$ cat src/rtl/hwpe_stream_fifo_thr_pkg.sv
// Shared types for the thresholded HWPE-Stream FIFO: the status flag bundle
// exported by the FIFO controller and the top level.
package hwpe_stream_package;

  typedef struct packed {
    logic       empty;
    logic       full;
    logic       almost_full;
    logic       almost_empty;
    logic [7:0] level;
    logic [7:0] max_level;
  } flags_fifo_thr_t;

endpackage

$ cat src/rtl/hwpe_stream_fifo_thr_if.sv
// HWPE-Stream handshake bundle: valid/ready plus data and byte strobe.
// The source side drives valid/data/strb; the sink side drives ready.
interface hwpe_stream_intf_stream #(
  parameter int unsigned DATA_WIDTH = 32
);

  logic                    valid;
  logic                    ready;
  logic [DATA_WIDTH-1:0]   data;
  logic [DATA_WIDTH/8-1:0] strb;

  modport source (output valid, output data, output strb, input ready);
  modport sink   (input valid, input data, input strb, output ready);

endinterface

$ cat src/rtl/hwpe_stream_fifo_thr_ctrl.sv
// FIFO bookkeeping: pointers, occupancy, handshakes and threshold flags.
// Optional high-watermark tracking under HWPE_STREAM_FIFO_THR_WATERMARK_EN.
module hwpe_stream_fifo_thr_ctrl
  import hwpe_stream_package::*;
#(
  parameter int unsigned FIFO_DEPTH   = 8,
  parameter int unsigned FALL_THROUGH = 0,
  parameter int unsigned LVL_WIDTH    = $clog2(FIFO_DEPTH + 1),
  parameter int unsigned PTR_WIDTH    = $clog2(FIFO_DEPTH)
) (
  input  logic                 clk_i,
  input  logic                 rst_i,
  input  logic                 clear_i,
`ifdef HWPE_STREAM_FIFO_THR_WATERMARK_EN
  input  logic                 wm_clear,
`endif
  input  logic [LVL_WIDTH-1:0] almost_full_thr,
  input  logic [LVL_WIDTH-1:0] almost_empty_thr,
  input  logic                 push_valid,
  output logic                 push_ready,
  output logic                 pop_valid,
  input  logic                 pop_ready,
  output logic                 write,
  output logic                 bypass,
  output logic [PTR_WIDTH-1:0] push_ptr,
  output logic [PTR_WIDTH-1:0] pop_ptr,
  output flags_fifo_thr_t      flags_o
);

  localparam bit                   FT       = (FALL_THROUGH != 0);
  localparam logic [LVL_WIDTH-1:0] LVL_FULL = LVL_WIDTH'(FIFO_DEPTH);
  localparam logic [PTR_WIDTH-1:0] PTR_LAST = PTR_WIDTH'(FIFO_DEPTH - 1);

  logic [LVL_WIDTH-1:0] level_q, level_d;
  logic [PTR_WIDTH-1:0] push_ptr_q, pop_ptr_q;
  logic                 empty, full;
  logic                 push_fire, pop_fire, stored_push, stored_pop;

  // Explicit wrap so non-power-of-two depths never index past the last entry.
  function automatic logic [PTR_WIDTH-1:0] wrap_inc(input logic [PTR_WIDTH-1:0] p);
    return (p == PTR_LAST) ? '0 : p + 1'b1;
  endfunction

  always_comb begin
    empty       = (level_q == '0);
    full        = (level_q == LVL_FULL);
    push_ready  = !full;
    bypass      = FT && empty;
    pop_valid   = !empty || (FT && push_valid);
    push_fire   = push_valid && push_ready;
    pop_fire    = pop_valid && pop_ready;
    // A word that goes straight through an empty fall-through FIFO never lands in storage.
    stored_push = push_fire && !(bypass && pop_fire);
    stored_pop  = pop_fire && !bypass;
    write       = stored_push && !clear_i && !rst_i;
  end

  always_comb begin
    level_d = level_q;
    case ({stored_push, stored_pop})
      2'b10:   level_d = level_q + 1'b1;
      2'b01:   level_d = level_q - 1'b1;
      default: level_d = level_q;
    endcase
  end

  // NOTE: sequential state uses non-blocking assignments so every register
  // samples the pre-edge values of its neighbours.
  always_ff @(posedge clk_i) begin
    if (rst_i || clear_i) begin
      level_q    <= '0;
      push_ptr_q <= '0;
      pop_ptr_q  <= '0;
    end else begin
      level_q <= level_d;
      if (stored_push) push_ptr_q <= wrap_inc(push_ptr_q);
      if (stored_pop)  pop_ptr_q  <= wrap_inc(pop_ptr_q);
    end
  end

  assign push_ptr = push_ptr_q;
  assign pop_ptr  = pop_ptr_q;

`ifdef HWPE_STREAM_FIFO_THR_WATERMARK_EN
  logic [LVL_WIDTH-1:0] max_level_q;

  always_ff @(posedge clk_i) begin
    if (rst_i || clear_i) begin
      max_level_q <= '0;
    end else if (wm_clear) begin
      max_level_q <= level_q;
    end else if (level_q > max_level_q) begin
      max_level_q <= level_q;
    end
  end
`endif

  always_comb begin
    flags_o              = '0;
    flags_o.empty        = empty;
    flags_o.full         = full;
    flags_o.almost_full  = (level_q >= almost_full_thr);
    flags_o.almost_empty = (level_q <= almost_empty_thr);
    flags_o.level        = 8'(level_q);
`ifdef HWPE_STREAM_FIFO_THR_WATERMARK_EN
    flags_o.max_level    = 8'(max_level_q);
`else
    flags_o.max_level    = '0;
`endif
  end

endmodule

$ cat src/rtl/hwpe_stream_fifo_thr.sv
// Thresholded HWPE-Stream FIFO: any depth >= 2, exact level, run-time almost
// flags, optional fall-through. Define HWPE_STREAM_FIFO_THR_WATERMARK_EN for max_level.
module hwpe_stream_fifo_thr
  import hwpe_stream_package::*;
#(
  parameter int unsigned DATA_WIDTH   = 32,
  parameter int unsigned FIFO_DEPTH   = 8,
  parameter int unsigned FALL_THROUGH = 0,
  parameter int unsigned LVL_WIDTH    = $clog2(FIFO_DEPTH + 1)
) (
  input  logic                   clk_i,
  input  logic                   rst_i,
  input  logic                   clear_i,
`ifdef HWPE_STREAM_FIFO_THR_WATERMARK_EN
  input  logic                   wm_clear_i,
`endif
  input  logic [LVL_WIDTH-1:0]   almost_full_thr_i,
  input  logic [LVL_WIDTH-1:0]   almost_empty_thr_i,
  output flags_fifo_thr_t        flags_o,
  hwpe_stream_intf_stream.sink   push_i,
  hwpe_stream_intf_stream.source pop_o
);

  localparam int unsigned STRB_WIDTH = DATA_WIDTH / 8;
  localparam int unsigned PTR_WIDTH  = $clog2(FIFO_DEPTH);

  logic [DATA_WIDTH-1:0] data_q [FIFO_DEPTH];
  logic [STRB_WIDTH-1:0] strb_q [FIFO_DEPTH];
  logic [PTR_WIDTH-1:0]  push_ptr, pop_ptr;
  logic                  write, bypass, push_ready, pop_valid;

  hwpe_stream_fifo_thr_ctrl #(
    .FIFO_DEPTH   (FIFO_DEPTH),
    .FALL_THROUGH (FALL_THROUGH),
    .LVL_WIDTH    (LVL_WIDTH),
    .PTR_WIDTH    (PTR_WIDTH)
  ) i_ctrl (
    .clk_i            (clk_i),
    .rst_i            (rst_i),
    .clear_i          (clear_i),
`ifdef HWPE_STREAM_FIFO_THR_WATERMARK_EN
    .wm_clear         (wm_clear_i),
`endif
    .almost_full_thr  (almost_full_thr_i),
    .almost_empty_thr (almost_empty_thr_i),
    .push_valid       (push_i.valid),
    .push_ready       (push_ready),
    .pop_valid        (pop_valid),
    .pop_ready        (pop_o.ready),
    .write            (write),
    .bypass           (bypass),
    .push_ptr         (push_ptr),
    .pop_ptr          (pop_ptr),
    .flags_o          (flags_o)
  );

  // NOTE: storage carries no reset; the level counter alone decides which
  // entries are meaningful, so reset/clear never touch the array.
  always_ff @(posedge clk_i) begin
    if (write) begin
      data_q[push_ptr] <= push_i.data;
      strb_q[push_ptr] <= push_i.strb;
    end
  end

  assign push_i.ready = push_ready;
  assign pop_o.valid  = pop_valid;
  assign pop_o.data   = bypass ? push_i.data : data_q[pop_ptr];
  assign pop_o.strb   = bypass ? push_i.strb : strb_q[pop_ptr];

endmodule

$ cat src/flat_wrapper.sv
// flat-port wrapper written by rule: the top's interface ports become plain ports
module hwpe_stream_fifo_thr_flat import hwpe_stream_package::*;
#(
  parameter int unsigned DATA_WIDTH   = 32,
  parameter int unsigned FIFO_DEPTH   = 8,
  parameter int unsigned FALL_THROUGH = 0,
  parameter int unsigned LVL_WIDTH    = $clog2(FIFO_DEPTH + 1)
)
  (clk_i, rst_i, clear_i, almost_full_thr_i, almost_empty_thr_i, flags_o, push_i_valid, push_i_data, push_i_strb, push_i_ready, pop_o_valid, pop_o_data, pop_o_strb, pop_o_ready);
  hwpe_stream_intf_stream #(.DATA_WIDTH(DATA_WIDTH)) push_i_i ();
  hwpe_stream_intf_stream #(.DATA_WIDTH(DATA_WIDTH)) pop_o_i ();
  input  logic clk_i;
  input  logic rst_i;
  input  logic clear_i;
  input  logic [LVL_WIDTH-1:0] almost_full_thr_i;
  input  logic [LVL_WIDTH-1:0] almost_empty_thr_i;
  output flags_fifo_thr_t flags_o;
  input wire logic [$bits(push_i_i.valid)-1:0] push_i_valid;
  input wire logic [$bits(push_i_i.data)-1:0] push_i_data;
  input wire logic [$bits(push_i_i.strb)-1:0] push_i_strb;
  output wire logic [$bits(push_i_i.ready)-1:0] push_i_ready;
  output wire logic [$bits(pop_o_i.valid)-1:0] pop_o_valid;
  output wire logic [$bits(pop_o_i.data)-1:0] pop_o_data;
  output wire logic [$bits(pop_o_i.strb)-1:0] pop_o_strb;
  input wire logic [$bits(pop_o_i.ready)-1:0] pop_o_ready;
  assign push_i_i.valid = push_i_valid;
  assign push_i_i.data = push_i_data;
  assign push_i_i.strb = push_i_strb;
  assign push_i_ready = push_i_i.ready;
  assign pop_o_valid = pop_o_i.valid;
  assign pop_o_data = pop_o_i.data;
  assign pop_o_strb = pop_o_i.strb;
  assign pop_o_i.ready = pop_o_ready;
  hwpe_stream_fifo_thr #(.DATA_WIDTH(DATA_WIDTH), .FIFO_DEPTH(FIFO_DEPTH), .FALL_THROUGH(FALL_THROUGH), .LVL_WIDTH(LVL_WIDTH)) u_core (.clk_i(clk_i), .rst_i(rst_i), .clear_i(clear_i), .almost_full_thr_i(almost_full_thr_i), .almost_empty_thr_i(almost_empty_thr_i), .flags_o(flags_o), .push_i(push_i_i), .pop_o(pop_o_i));
endmodule
$ cat config.mk
export PLATFORM = sky130hd
export DESIGN_NAME = hwpe_stream_fifo_thr_flat
export DESIGN_NICKNAME = d
export VERILOG_FILES = /design/src/rtl/hwpe_stream_fifo_thr_pkg.sv /design/src/rtl/hwpe_stream_fifo_thr_if.sv /design/src/rtl/hwpe_stream_fifo_thr_ctrl.sv /design/src/rtl/hwpe_stream_fifo_thr.sv /design/src/flat_wrapper.sv
export SDC_FILE = /design/constraint.sdc
export NUM_CORES = 1
export LEC_CHECK = 0
export ABC_AREA = 1
export CAP_MARGIN = 25
export CELL_PAD_IN_SITES_DETAIL_PLACEMENT = 1
export CELL_PAD_IN_SITES_GLOBAL_PLACEMENT = 1
export CORE_UTILIZATION = 30
export CTS_BUF_LIST = sky130_fd_sc_hd__clkbuf_16
export CTS_CLUSTER_DIAMETER = 150
export DETAILED_ROUTE_END_ITERATION = 8
export GPL_TIMING_DRIVEN = 0
export PLACE_DENSITY = 0.62
export SYNTH_ARGS = -nofsm -noshare
export SYNTH_HDL_FRONTEND = slang
export SYNTH_HIERARCHICAL = 1
export SYNTH_SLANG_ARGS = --single-unit
$ cat constraint.sdc
create_clock -name clk_i -period 3.3 [get_ports clk_i]
set_input_delay 0.825 -clock clk_i [delete_from_list [all_inputs] [get_ports clk_i]]
set_output_delay 0.825 -clock clk_i [all_outputs]
set_load 0.005 [all_outputs]
==> impl_metrics.py <==
metrics = {
    "setup_path": {
        "cp.required_ns": 2.47,
        "reg2reg_from": "u_core/i_ctrl/level_q[2]",
        "arrival_ns": 2.43,
        "critPathLaunchType": "register",
        "path_class": "reg -> out",
        "reg2reg_setup_slack_ns": 0.76,
        "regToRegEndpoint": "u_core/data_q[4][19]",
        "ff2ff_path_depth": 7,
        "end_kind": "output pin",
        "path_max_fanout": 10,
    },
    "drt": {
        "vias_per_cell": 4.55,
        "first_pass_iters": 5,
        "drcViolationCount": 0,
        "final_antenna_net_count": 0,
        "routed_wirelength_um": 39100,
        "vias": 9683,
        "drt_iter0_markers": 468,
        "detail_route.wl_per_cell_um": 18.4,
    },
    "power": {
        "pwr-share-comb": 0.112,
        "powerDensity_nw_per_um2": 532,
        "seqPwrFrac": 0.470,
        "p_sw_frac": 0.235,
        "switchingPower_mw": 2.10,
        "leakagePower_nw": 7.24,
        "p_clk_frac": 0.418,
        "p_total_mw": 8.93,
        "internal_power_mw": 6.84,
        "ir_worst_vdd_uv": 324,
    },
    "clock_tree": {
        "post_cts_buffers": 0,
        "clock-root-buffer": "clkbuf_16",
        "hold_buffers": 0,
        "cts_buffers": 35,
        "clock_sinks": 298,
        "cts_tree": "built",
        "clk_latency_ns": 0.51,
        "h-tree-depth": 2,
        "clk_pin_slew_ns": 0.05,
        "clockBufferDepth": 3,
    },
    "place": {
        "hpwl_um": 25400,
        "gp_congestion": 0.753,
        "io_buffers": 94,
    },
    "timing": {
        "final.period_utilization": 0.985,
        "finClkSkew_ns": 0.00595,
        "grt_setup_unrepaired": "true",
        "setup_violations": 0,
        "hold_ws_ns": 0.521,
        "fmax_mhz": 308,
        "hold_viol": 0,
        "period_minus_slack_ns": 3.25,
        "worstMarginPinSlew_ns": 0.921,
        "slew_headroom": 0.385,
        "slew_violations": 0,
    },
    "synth": {
        "yosysMostFrequentCell": "nand2_1",
        "synth-adder-area-share": 0.0154,
        "yosys-top-cells-count": "nand2_1 (452), edfxtp_1 (288), inv_1 (239)",
        "async_reset_ff_frac": 0,
        "synth_top_cell_by_area": "edfxtp_1",
        "syn_inst": 1356,
        "ys.flop_type": "edfxtp_1",
        "synth_simple_gate_area_share": 0.220,
        "yosys_warnings": 6,
        "synth_edf_count": 288,
        "netlist_area_sq_um": 13500,
        "ys_ff_latch": 298,
        "synthXorXnorAreaFrac": 0.000648,
        "synth.distinct_cells": 30,
        "synthTopCellsByArea": "edfxtp_1 (64%), nand2_1 (13%), nand3_1 (8.2%), inv_1 (6.6%), dfxtp_1 (1.5%)",
        "synth_compound_area_frac": 0.00676,
        "avgSynthCellArea_sq_um": 9.96,
        "ys_seq_area_frac": 0.655,
        "synth_top_area_share": 0.640,
        "synthMuxAreaShare": 0,
        "synth_top_family_by_area": "simple AND/OR/NAND/NOR gates",
    },
    "global_routing": {
        "overflow": 0,
        "antenna_found_initial": 2,
        "grt_pass1_vias": 10500,
        "grt_max_degree": 26,
        "grt_pass1_wl_um": 60300,
        "grtUsageTotal": 0.173,
    },
    "floorplan": {
        "die_height_um": 214,
        "initial_core_util": 0.305,
        "pin_count": 107,
        "die_area_sq_um": 45900,
        "rows": 77,
        "coreArea_sq_um": 44300,
        "die_w_um": 214,
    },
    "finish": {
        "area_growth_pct": 24.4,
        "fill_cells": 4984,
        "drive_gt1_frac": 0.102,
        "nNetsFinal": 1573,
    },
    "hold_path": {
        "holdPathEnd": "u_core/i_ctrl/pop_ptr[1]",
        "hold_class": "reg -> reg",
        "worstHoldStart": "u_core/i_ctrl/pop_ptr[1]",
        "worstHoldPathCells": 2,
    },
    "status": {
        "status": "completed",
    },
    "job": {
        "cap_violations": 0,
    },
}
## cell type report
type	count	area, sq um	area share
Timing Repair Buffer	103	1140	0.0680
Sequential cell	298	8850	0.527
Clock inverter	25	174	0.0103
Multi-Input combinational cell	750	3440	0.205
Tap cell	592	741	0.0441
Buffer	75	594	0.0354
Inverter	245	930	0.0553
Clock buffer	37	926	0.0551
Antenna cell	1	2.50	0.000149
## critical path: stages, from the launching register on
cell	delay (ns)
dfxtp_4	0.40
buf_8	0.15
inv_4	0.08
buf_12	0.16
buf_6	0.15
nand2_1	0.07
nand3_1	0.06
nand3_1	0.07
nand3_1	0.15
nand2_1	0.10
clkdlybuf4s50_1	0.50
## power groups by stage
stage	combinational (mW)	clock (mW)	sequential (mW)
global route	1.11	3.96	4.20
global placement	0.934	0	4.28
floorplan	0.487	0	4.28
detailed placement	0.964	0	4.28
CTS	0.991	3.80	4.20
finish	1.00	3.73	4.20
## sequential cells by signal, summed over array words and instances (netlist names)
register / flops
u_core/strb_q: 32
u_core/i_ctrl/level_q: 4
u_core/i_ctrl/pop_ptr: 3
u_core/i_ctrl/push_ptr: 3
u_core/data_q: 256
## placed cells by master (no fill, tap or decap), types with 2 or more instances in the layout
cell type and instances:
clkbuf_2 2, dlymetal6s2s_1 6, bufinv_16 3, buf_12 6
clkbuf_1 6, buf_16 3, buf_4 30, a21oi_1 7
conb_1 13, nand3_1 214, clkdlybuf4s50_1 88, clkinv_1 12
buf_2 11, buf_6 13, nand2_2 7, nor2_4 10
clkbuf_4 10, ha_1 15, nor2_1 11, inv_4 2
edfxtp_1 288, inv_2 2, nand2_1 447, nand3_2 9
dfxtp_1 9, clkbuf_16 37, buf_8 3, inv_1 249
o21ai_0 8
## logic make-up (layout without fill, tap and decap cells)
kind of cell,Yosys count,count (layout)
simple gates,703,703
other cells,1,14
buf+inv,320,485
fa+ha+maj,16,16
compound gates,17,17
flops,298,298
xor+xnor,1,1
## what timing repair did
item                       CTS  global route
setup endpoints to repair   36            36
gates resized for setup     46            34
hold endpoints to repair     0             0
cloned                       1             0
## through the flow
stage               cell area [sq um]  std cells  worst slack, ns   util  setup TNS (ns)
floorplan                       13600       1368         -0.00355      -          -0.362
global placement                15200       2054            -2.19  0.344         -586.43
detailed placement              15500       2062          -0.0406  0.349          -0.753
CTS                             16700       2125          0.00489  0.377               0
global route                    16800       2126          -0.0481  0.379          -0.260
finish                          16800       2126           0.0489  0.379               0
## layer usage
metal,global-route usage,vias up,wire [um]
met5,0,-,13
met4,0.0567,2,1020
met3,0.0250,70,1500
met2,0.305,183,19400
met1,0.216,4782,17200
li1,-,4646,-
## how the worst max path moves through the flow
stage / start / end / slack (ns) / cells past startpoint
global route: u_core/i_ctrl/pop_ptr[0] / pop_o_data[2] / -0.05 / 9
finish: u_core/i_ctrl/pop_ptr[0] / pop_o_strb[1] / 0.05 / 10
CTS: u_core/i_ctrl/pop_ptr[0] / pop_o_data[2] / 0.005 / 9
global placement: clear_i / u_core/data_q[4][19] / -2.19 / 5
detailed placement: clear_i / u_core/data_q[4][19] / -0.04 / 6
floorplan: clear_i / u_core/data_q[1][0] / -0.004 / 4
No activity file was read; power rests on OpenSTA's default activity.
